--- config.mk ---
export PLATFORM = sky130hd
export DESIGN_NAME = byte_stream_arbiter_flat
export DESIGN_NICKNAME = d
export VERILOG_FILES = /design/src/rtl/byte_arb_pkg.sv /design/src/rtl/byte_stream_arbiter_if.sv /design/src/rtl/rr_pick.sv /design/src/rtl/byte_stream_arbiter.sv /design/src/flat_wrapper.sv
export SDC_FILE = /design/constraint.sdc
export NUM_CORES = 1
export LEC_CHECK = 0
export ABC_AREA = 1
export ABC_CLOCK_PERIOD_IN_PS = 2000
export CAP_MARGIN = 20
export CELL_PAD_IN_SITES_DETAIL_PLACEMENT = 0
export CELL_PAD_IN_SITES_GLOBAL_PLACEMENT = 1
export CORE_MARGIN = 2
export CORE_UTILIZATION = 33
export CTS_BUF_LIST = sky130_fd_sc_hd__clkbuf_4
export DETAILED_ROUTE_END_ITERATION = 8
export PLACE_DENSITY = 0.9
export RECOVER_POWER = 25
export SETUP_SLACK_MARGIN = 0.1
export SYNTH_ARGS = -nofsm -noshare
export SYNTH_HDL_FRONTEND = slang
export SYNTH_HIERARCHICAL = 1
export SYNTH_SLANG_ARGS = --single-unit
export TNS_END_PERCENT = 1
--- constraint.sdc ---
create_clock -name clk -period 2 [get_ports clk]
set_input_delay 0.3 -clock clk [delete_from_list [all_inputs] [get_ports clk]]
set_output_delay 0.3 -clock clk [all_outputs]
set_load 0.005 [all_outputs]
--- src/rtl/byte_arb_pkg.sv ---
// Shared types, default parameters and helpers for the byte stream arbiter.
package byte_arb_pkg;

  typedef enum logic [1:0] {StIdle, StWaitSof, StBusy, StGap} state_t;

  localparam int unsigned DefNumPorts = 4;
  localparam int unsigned DefIfg      = 12;
  localparam int unsigned DefStartTo  = 16;
  localparam int unsigned DefMaxLen   = 2048;

  // Width able to hold 0..n-1, never less than one bit.
  function automatic int unsigned idx_width(int unsigned n);
    return (n > 1) ? $clog2(n) : 1;
  endfunction

  function automatic int unsigned next_ptr(int unsigned sel, int unsigned n);
    return (sel + 1 >= n) ? 0 : sel + 1;
  endfunction

endpackage

--- src/rtl/byte_stream_arbiter_if.sv ---
// Requester-facing and pipeline-facing signals of the byte stream arbiter.
interface byte_stream_arbiter_if
  import byte_arb_pkg::*;
#(
  parameter int unsigned NUM_PORTS = DefNumPorts
);
  localparam int unsigned IdxW = idx_width(NUM_PORTS);

  logic [NUM_PORTS-1:0]   req;
  logic [NUM_PORTS-1:0]   gnt;
  logic [NUM_PORTS*8-1:0] rxd;
  logic [NUM_PORTS-1:0]   rx_dv;
  logic [7:0]             txd;
  logic                   tx_en;
  logic [IdxW-1:0]        active_port;
  logic                   err_timeout;
  logic                   err_overlen;

  // master is the arbiter itself; slave is the requester/pipeline side.
  modport master (
    input  req, rxd, rx_dv,
    output gnt, txd, tx_en, active_port, err_timeout, err_overlen
  );

  modport slave (
    output req, rxd, rx_dv,
    input  gnt, txd, tx_en, active_port, err_timeout, err_overlen
  );

endinterface

--- src/rtl/rr_pick.sv ---
// Combinational round-robin selector: first set req bit at or after ptr, wrapping.
module rr_pick
  import byte_arb_pkg::*;
#(
  parameter int unsigned NUM_PORTS = DefNumPorts
) (
  input  logic [NUM_PORTS-1:0]            req,
  input  logic [idx_width(NUM_PORTS)-1:0] ptr,
  output logic                            valid,
  output logic [NUM_PORTS-1:0]            onehot,
  output logic [idx_width(NUM_PORTS)-1:0] idx
);
  localparam int unsigned IdxW = idx_width(NUM_PORTS);

  always_comb begin
    int unsigned p;
    logic [IdxW-1:0] pi;
    valid  = 1'b0;
    onehot = '0;
    idx    = '0;
    p      = 0;
    pi     = '0;
    for (int unsigned k = 0; k < NUM_PORTS; k++) begin
      p = 32'(ptr) + k;
      if (p >= NUM_PORTS) p = p - NUM_PORTS;
      pi = IdxW'(p);
      if (!valid && req[pi]) begin
        valid      = 1'b1;
        onehot[pi] = 1'b1;
        idx        = pi;
      end
    end
  end

endmodule

--- src/rtl/byte_stream_arbiter.sv ---
// Frame-by-frame round-robin arbiter muxing NUM_PORTS byte streams onto one
// registered txd/tx_en datapath, with inter-frame gap, start timeout and length cap.
module byte_stream_arbiter
  import byte_arb_pkg::*;
#(
  parameter int unsigned NUM_PORTS = DefNumPorts,
  parameter int unsigned IFG       = DefIfg,
  parameter int unsigned START_TO  = DefStartTo,
  parameter int unsigned MAX_LEN   = DefMaxLen
) (
  input logic                   clk,
  input logic                   rst,
  byte_stream_arbiter_if.master bus
);
  localparam int unsigned IdxW = idx_width(NUM_PORTS);
  localparam int unsigned TmrW = idx_width(START_TO);
  localparam int unsigned GapW = idx_width(IFG);
  localparam int unsigned LenW = $clog2(MAX_LEN + 1);

  state_t                state_q, state_d;
  logic [NUM_PORTS-1:0]  gnt_q, gnt_d;
  logic [IdxW-1:0]       sel_q, sel_d;
  logic [IdxW-1:0]       rr_ptr_q, rr_ptr_d;
  logic [TmrW-1:0]       timer_q, timer_d;
  logic [GapW-1:0]       gap_q, gap_d;
  logic [LenW-1:0]       len_q, len_d;
  logic [7:0]            txd_q, txd_d;
  logic                  tx_en_q, tx_en_d;
  logic                  err_to_q, err_to_d;
  logic                  err_ol_q, err_ol_d;

  logic                  pick_valid;
  logic [NUM_PORTS-1:0]  pick_onehot;
  logic [IdxW-1:0]       pick_idx;
  logic                  cur_dv;
  logic                  cur_req;
  logic [7:0]            cur_byte;
  logic [IdxW-1:0]       ptr_after;

  rr_pick #(
    .NUM_PORTS(NUM_PORTS)
  ) u_rr_pick (
    .req    (bus.req),
    .ptr    (rr_ptr_q),
    .valid  (pick_valid),
    .onehot (pick_onehot),
    .idx    (pick_idx)
  );

  assign cur_dv    = bus.rx_dv[sel_q];
  assign cur_req   = bus.req[sel_q];
  assign cur_byte  = bus.rxd[{sel_q, 3'b000} +: 8];
  assign ptr_after = IdxW'(next_ptr(32'(sel_q), NUM_PORTS));

  always_comb begin
    state_d  = state_q;
    gnt_d    = gnt_q;
    sel_d    = sel_q;
    rr_ptr_d = rr_ptr_q;
    timer_d  = timer_q;
    gap_d    = gap_q;
    len_d    = len_q;
    txd_d    = '0;
    tx_en_d  = 1'b0;
    err_to_d = 1'b0;
    err_ol_d = 1'b0;
    unique case (state_q)
      StIdle: begin
        if (pick_valid) begin
          state_d = StWaitSof;
          gnt_d   = pick_onehot;
          sel_d   = pick_idx;
          timer_d = '0;
        end
      end
      StWaitSof: begin
        txd_d   = cur_byte;
        tx_en_d = cur_dv;
        if (cur_dv) begin
          state_d = StBusy;
          len_d   = LenW'(1);
        end else if (!cur_req) begin
          gnt_d    = '0;
          rr_ptr_d = ptr_after;
          state_d  = StIdle;
        end else if (timer_q == TmrW'(START_TO - 1)) begin
          err_to_d = 1'b1;
          gnt_d    = '0;
          rr_ptr_d = ptr_after;
          state_d  = StIdle;
        end else begin
          timer_d = timer_q + 1'b1;
        end
      end
      StBusy: begin
        if (cur_dv && (len_q < LenW'(MAX_LEN))) begin
          txd_d   = cur_byte;
          tx_en_d = 1'b1;
          len_d   = len_q + 1'b1;
        end else begin
          // Either end of frame or a truncated byte, which is never forwarded.
          if (cur_dv) err_ol_d = 1'b1;
          else        txd_d    = cur_byte;
          gnt_d    = '0;
          rr_ptr_d = ptr_after;
          gap_d    = '0;
          if (IFG == 0) state_d = StIdle;
          else          state_d = StGap;
        end
      end
      StGap: begin
        if (gap_q == GapW'(IFG - 1)) state_d = StIdle;
        else                         gap_d   = gap_q + 1'b1;
      end
      default: state_d = StIdle;
    endcase
  end

  always_ff @(posedge clk) begin
    if (rst) begin
      state_q  <= StIdle;
      gnt_q    <= '0;
      sel_q    <= '0;
      rr_ptr_q <= '0;
      timer_q  <= '0;
      gap_q    <= '0;
      len_q    <= '0;
      txd_q    <= '0;
      tx_en_q  <= 1'b0;
      err_to_q <= 1'b0;
      err_ol_q <= 1'b0;
    end else begin
      state_q  <= state_d;
      gnt_q    <= gnt_d;
      sel_q    <= sel_d;
      rr_ptr_q <= rr_ptr_d;
      timer_q  <= timer_d;
      gap_q    <= gap_d;
      len_q    <= len_d;
      txd_q    <= txd_d;
      tx_en_q  <= tx_en_d;
      err_to_q <= err_to_d;
      err_ol_q <= err_ol_d;
    end
  end

  assign bus.gnt         = gnt_q;
  assign bus.active_port = sel_q;
  assign bus.txd         = txd_q;
  assign bus.tx_en       = tx_en_q;
  assign bus.err_timeout = err_to_q;
  assign bus.err_overlen = err_ol_q;

endmodule

--- src/flat_wrapper.sv ---
// flat-port wrapper written by rule: the top's interface ports become plain ports
module byte_stream_arbiter_flat import byte_arb_pkg::*;
#(
  parameter int unsigned NUM_PORTS = DefNumPorts,
  parameter int unsigned IFG       = DefIfg,
  parameter int unsigned START_TO  = DefStartTo,
  parameter int unsigned MAX_LEN   = DefMaxLen
)
  (clk, rst, bus_req, bus_rxd, bus_rx_dv, bus_gnt, bus_txd, bus_tx_en, bus_active_port, bus_err_timeout, bus_err_overlen);
  byte_stream_arbiter_if #(.NUM_PORTS(NUM_PORTS)) bus_i ();
  input logic clk;
  input logic rst;
  input wire logic [$bits(bus_i.req)-1:0] bus_req;
  input wire logic [$bits(bus_i.rxd)-1:0] bus_rxd;
  input wire logic [$bits(bus_i.rx_dv)-1:0] bus_rx_dv;
  output wire logic [$bits(bus_i.gnt)-1:0] bus_gnt;
  output wire logic [$bits(bus_i.txd)-1:0] bus_txd;
  output wire logic [$bits(bus_i.tx_en)-1:0] bus_tx_en;
  output wire logic [$bits(bus_i.active_port)-1:0] bus_active_port;
  output wire logic [$bits(bus_i.err_timeout)-1:0] bus_err_timeout;
  output wire logic [$bits(bus_i.err_overlen)-1:0] bus_err_overlen;
  assign bus_i.req = bus_req;
  assign bus_i.rxd = bus_rxd;
  assign bus_i.rx_dv = bus_rx_dv;
  assign bus_gnt = bus_i.gnt;
  assign bus_txd = bus_i.txd;
  assign bus_tx_en = bus_i.tx_en;
  assign bus_active_port = bus_i.active_port;
  assign bus_err_timeout = bus_i.err_timeout;
  assign bus_err_overlen = bus_i.err_overlen;
  byte_stream_arbiter #(.NUM_PORTS(NUM_PORTS), .IFG(IFG), .START_TO(START_TO), .MAX_LEN(MAX_LEN)) u_core (.clk(clk), .rst(rst), .bus(bus_i));
endmodule
==> reports/results.ini <==
[placed_design]
dpl_cell_area_um2=3560
pre_cts_slack_ps=-88.0
hpwlAfterDp_um=5480
portBuffers=58
place.gp.congestion=0.865
dp.cells=600

[clock_tree]
postCtsHoldBufs=0
clkTransAtPathRegs_ps=120
cts_buffers=5
clock-sinks=41
clk_latency_ps=350
root_buffer=clkbuf_4
htreeDepth=2
cts_tree=yes
clk_path_buf_depth=2

[synth]
yosysSeqAreaShare_pct=29.9
ys_types=28
netlist_instances=429
syn_avg_cell_area_um2=6.40
yosys_register_bits=41
syn_nets=485
yosys_warnings=6
synth_area_um2=2740

[sta]
slew_viol_final=0
finalWorstSetupSlack_ps=186
period_share_pct=90.7
rsz0062_at_grt=true
final.min_clock_period_ps=1810
timing.slew.headroom_pct=67.2
clock.fmax_mhz=551
finClkSkew_ps=6.04
worst_slew_pin_slew_ps=490
fin_hold_ws_ps=476
hold_violations=0
setup_viol=0

[final_layout]
layout_common_cells=86 x nand2_1, 71 x nor2_1, 46 x clkdlybuf4s50_1, 42 x nand3_1, 39 x inv_1
layoutNonFillerInstCount=608
final_common_cell=nand2_1
area_growth_syn_to_layout_pct=32.4
drive_above_1_share_pct=12.5
insertedDiodeCount=0
design_area_um2=3630
nets=560

[critical_path]
cp_num_buf_inv=3
cpMostUsedCell=nand2_1
crit_fanout=5
worstPathArrival_ps=2070
path_class=reg -> reg
cp.required_ps=2250
crit_chain=inv_4 > ha_4 > inv_2 > nand2_1 > nand2_2 > nor2_4 > nand4_1 > nor2_2 > buf_4 > a21oi_2 > nand4_1 > nand2_1 > nand2_1 > nor2_1
critPathCaptureType=register
critPathLaunchType=register
cp_slowest_cell=dfxtp_4
cp_top_family=simple AND/OR/NAND/NOR gates
max_stage_delay_ps=380

[power_and_ir_drop]
peakVddDrop_mv=0.493
power.total_w=0.00411
power_density_nw_per_um2=1130
leakage_nw=1.59

[route]
drtIter0Drc=105
drt_wl_total_um=7370
wl_per_cell_um=12.1
drtPass1Iterations=4
viasPerCell=4.83
remaining_drc_errors=0
via_count=2937
ant_nets=0

[floorplanning]
core_area_um2=8130
die_area_um2=9060
fp.dieH_um=95.2
die_w_um=95.2
rows=33
pin_count=59
start_util_pct=33.7

[job]
drv_cap=0

[global_route]
antenna_found_initial=0
grt_max_degree=22
grt_pass1_vias=2731
overflow=0
grtUsageTotal_pct=16.5
grt_pass1_wl_um=12100

[worst_hold_path]
hold_path.class=reg -> reg

[status]
status=completed

## synthesized netlist by cell type
| library cell | n | share of area [%] |
|---|---|---|
| nor2_1 | 72 | 9.8 |
| o21ai_2 | 2 | 0.64 |
| buf_6 | 2 | 0.82 |
| nand3b_1 | 2 | 0.55 |
| a21boi_0 | 4 | 1.1 |
| buf_2 | 4 | 0.73 |
| inv_1 | 42 | 5.7 |
| nor3b_2 | 1 | 0.46 |
| nor2_4 | 2 | 0.82 |
| nand3_1 | 43 | 7.8 |
| inv_2 | 3 | 0.41 |
| nand2_2 | 11 | 2.5 |
| xor2_1 | 4 | 1.3 |
| ha_1 | 14 | 6.4 |
| nand2_1 | 88 | 12 |
| o31ai_1 | 1 | 0.27 |
| a21oi_1 | 37 | 6.7 |
| nand3_4 | 1 | 0.64 |
| nor3_1 | 5 | 0.91 |
| nand3_2 | 1 | 0.36 |
| nand4_1 | 14 | 3.2 |
| o21ai_0 | 26 | 4.7 |
| nand2_4 | 1 | 0.41 |
| or2_2 | 1 | 0.23 |
| dfxtp_1 | 41 | 30 |
| clkbuf_1 | 4 | 0.55 |
| buf_4 | 2 | 0.55 |
| xnor2_1 | 1 | 0.32 |
## final cells by class
class / count / area (um^2)
clock buffer: 5 / 37.5
clock inverter: 1 / 5.00
fill: 859 / 4500
inverter: 45 / 171
multi-input combinational: 331 / 1710
sequential: 41 / 830
tap: 105 / 131
timing repair buffer: 80 / 746
## layer usage
layer	wire, um	share of wire (%)	GRT usage [%]
met1	3510	48	21.6
met5	0	0	0
met4	101	1.4	4.71
met3	466	6.3	3.16
met2	3280	45	27.4
## through the flow
step	utilization (%)	setup TNS (ps)
6_report	44.7	0
5_1_grt	44.7	0
4_1_cts	44.3	0
3_5_place_dp	43.7	-455
3_3_place_gp	43.7	-90.2
2_1_floorplan	-	0
## path summary, 6_finish.rpt
| path | startpoint | to | slack [ps] | depth (start not counted) |
|---|---|---|---|---|
| worst min register to register | u_core/len_q[9] | u_core/len_q[9] | 480 | 2 |
| worst min-delay path | u_core/len_q[9] | u_core/len_q[9] | 480 | 2 |
| worst max register to register | u_core/rr_ptr_q[0] | register | 190 | 14 |
| worst max-delay path | u_core/rr_ptr_q[0] | register | 190 | 14 |
## kinds of logic (layout without fill, tap and decap cells)
family,count (synthesis),count (layout),share of synthesized area [%]
XOR/XNOR,5,5,1.60
buffers and inverters,57,131,8.80
AO/OA/AOI/OAI,70,70,13.5
adder cells (fa/ha/maj),14,14,6.38
AND/OR/NAND/NOR,242,242,39.8
flip-flops,41,41,29.9
## flip-flops by register name, indices dropped and copies added (netlist names), named ones only
signal                  cells
u_core/state_q              1
u_core/timer_q              4
u_core/gap_q                4
u_core/rr_ptr_q             2
u_core/bus.active_port      2
u_core/bus.err_timeout      1
u_core/bus.gnt              4
u_core/bus.tx_en            1
u_core/bus.txd              8
u_core/len_q               12
u_core/bus.err_overlen      1
## power breakdown
| part | internal [W] | switching, W | total (W) |
|---|---|---|---|
| clock | 0.000122 | 0.000260 | 0.000383 |
| sequential | 0.000973 | 0.000106 | 0.00108 |
| combinational | 0.00103 | 0.00162 | 0.00265 |
| total | 0.00213 | 0.00199 | 0.00411 |
## worst register-to-register path, cell delays in order (launching register included)
cell,delay (ps)
dfxtp_4,380
inv_4,40
ha_4,290
inv_2,60
nand2_1,70
nand2_2,60
nor2_4,80
nand4_1,120
nor2_2,170
buf_4,130
a21oi_2,40
nand4_1,120
nand2_1,70
nand2_1,60
nor2_1,40
## repair_timing
action	4_1_cts	5_1_grt
endpoints found under the setup margin	0	13
setup buffers	0	2
gates resized for setup	0	9
endpoints found under the hold margin	0	0
(Power assumes the default switching activity.)
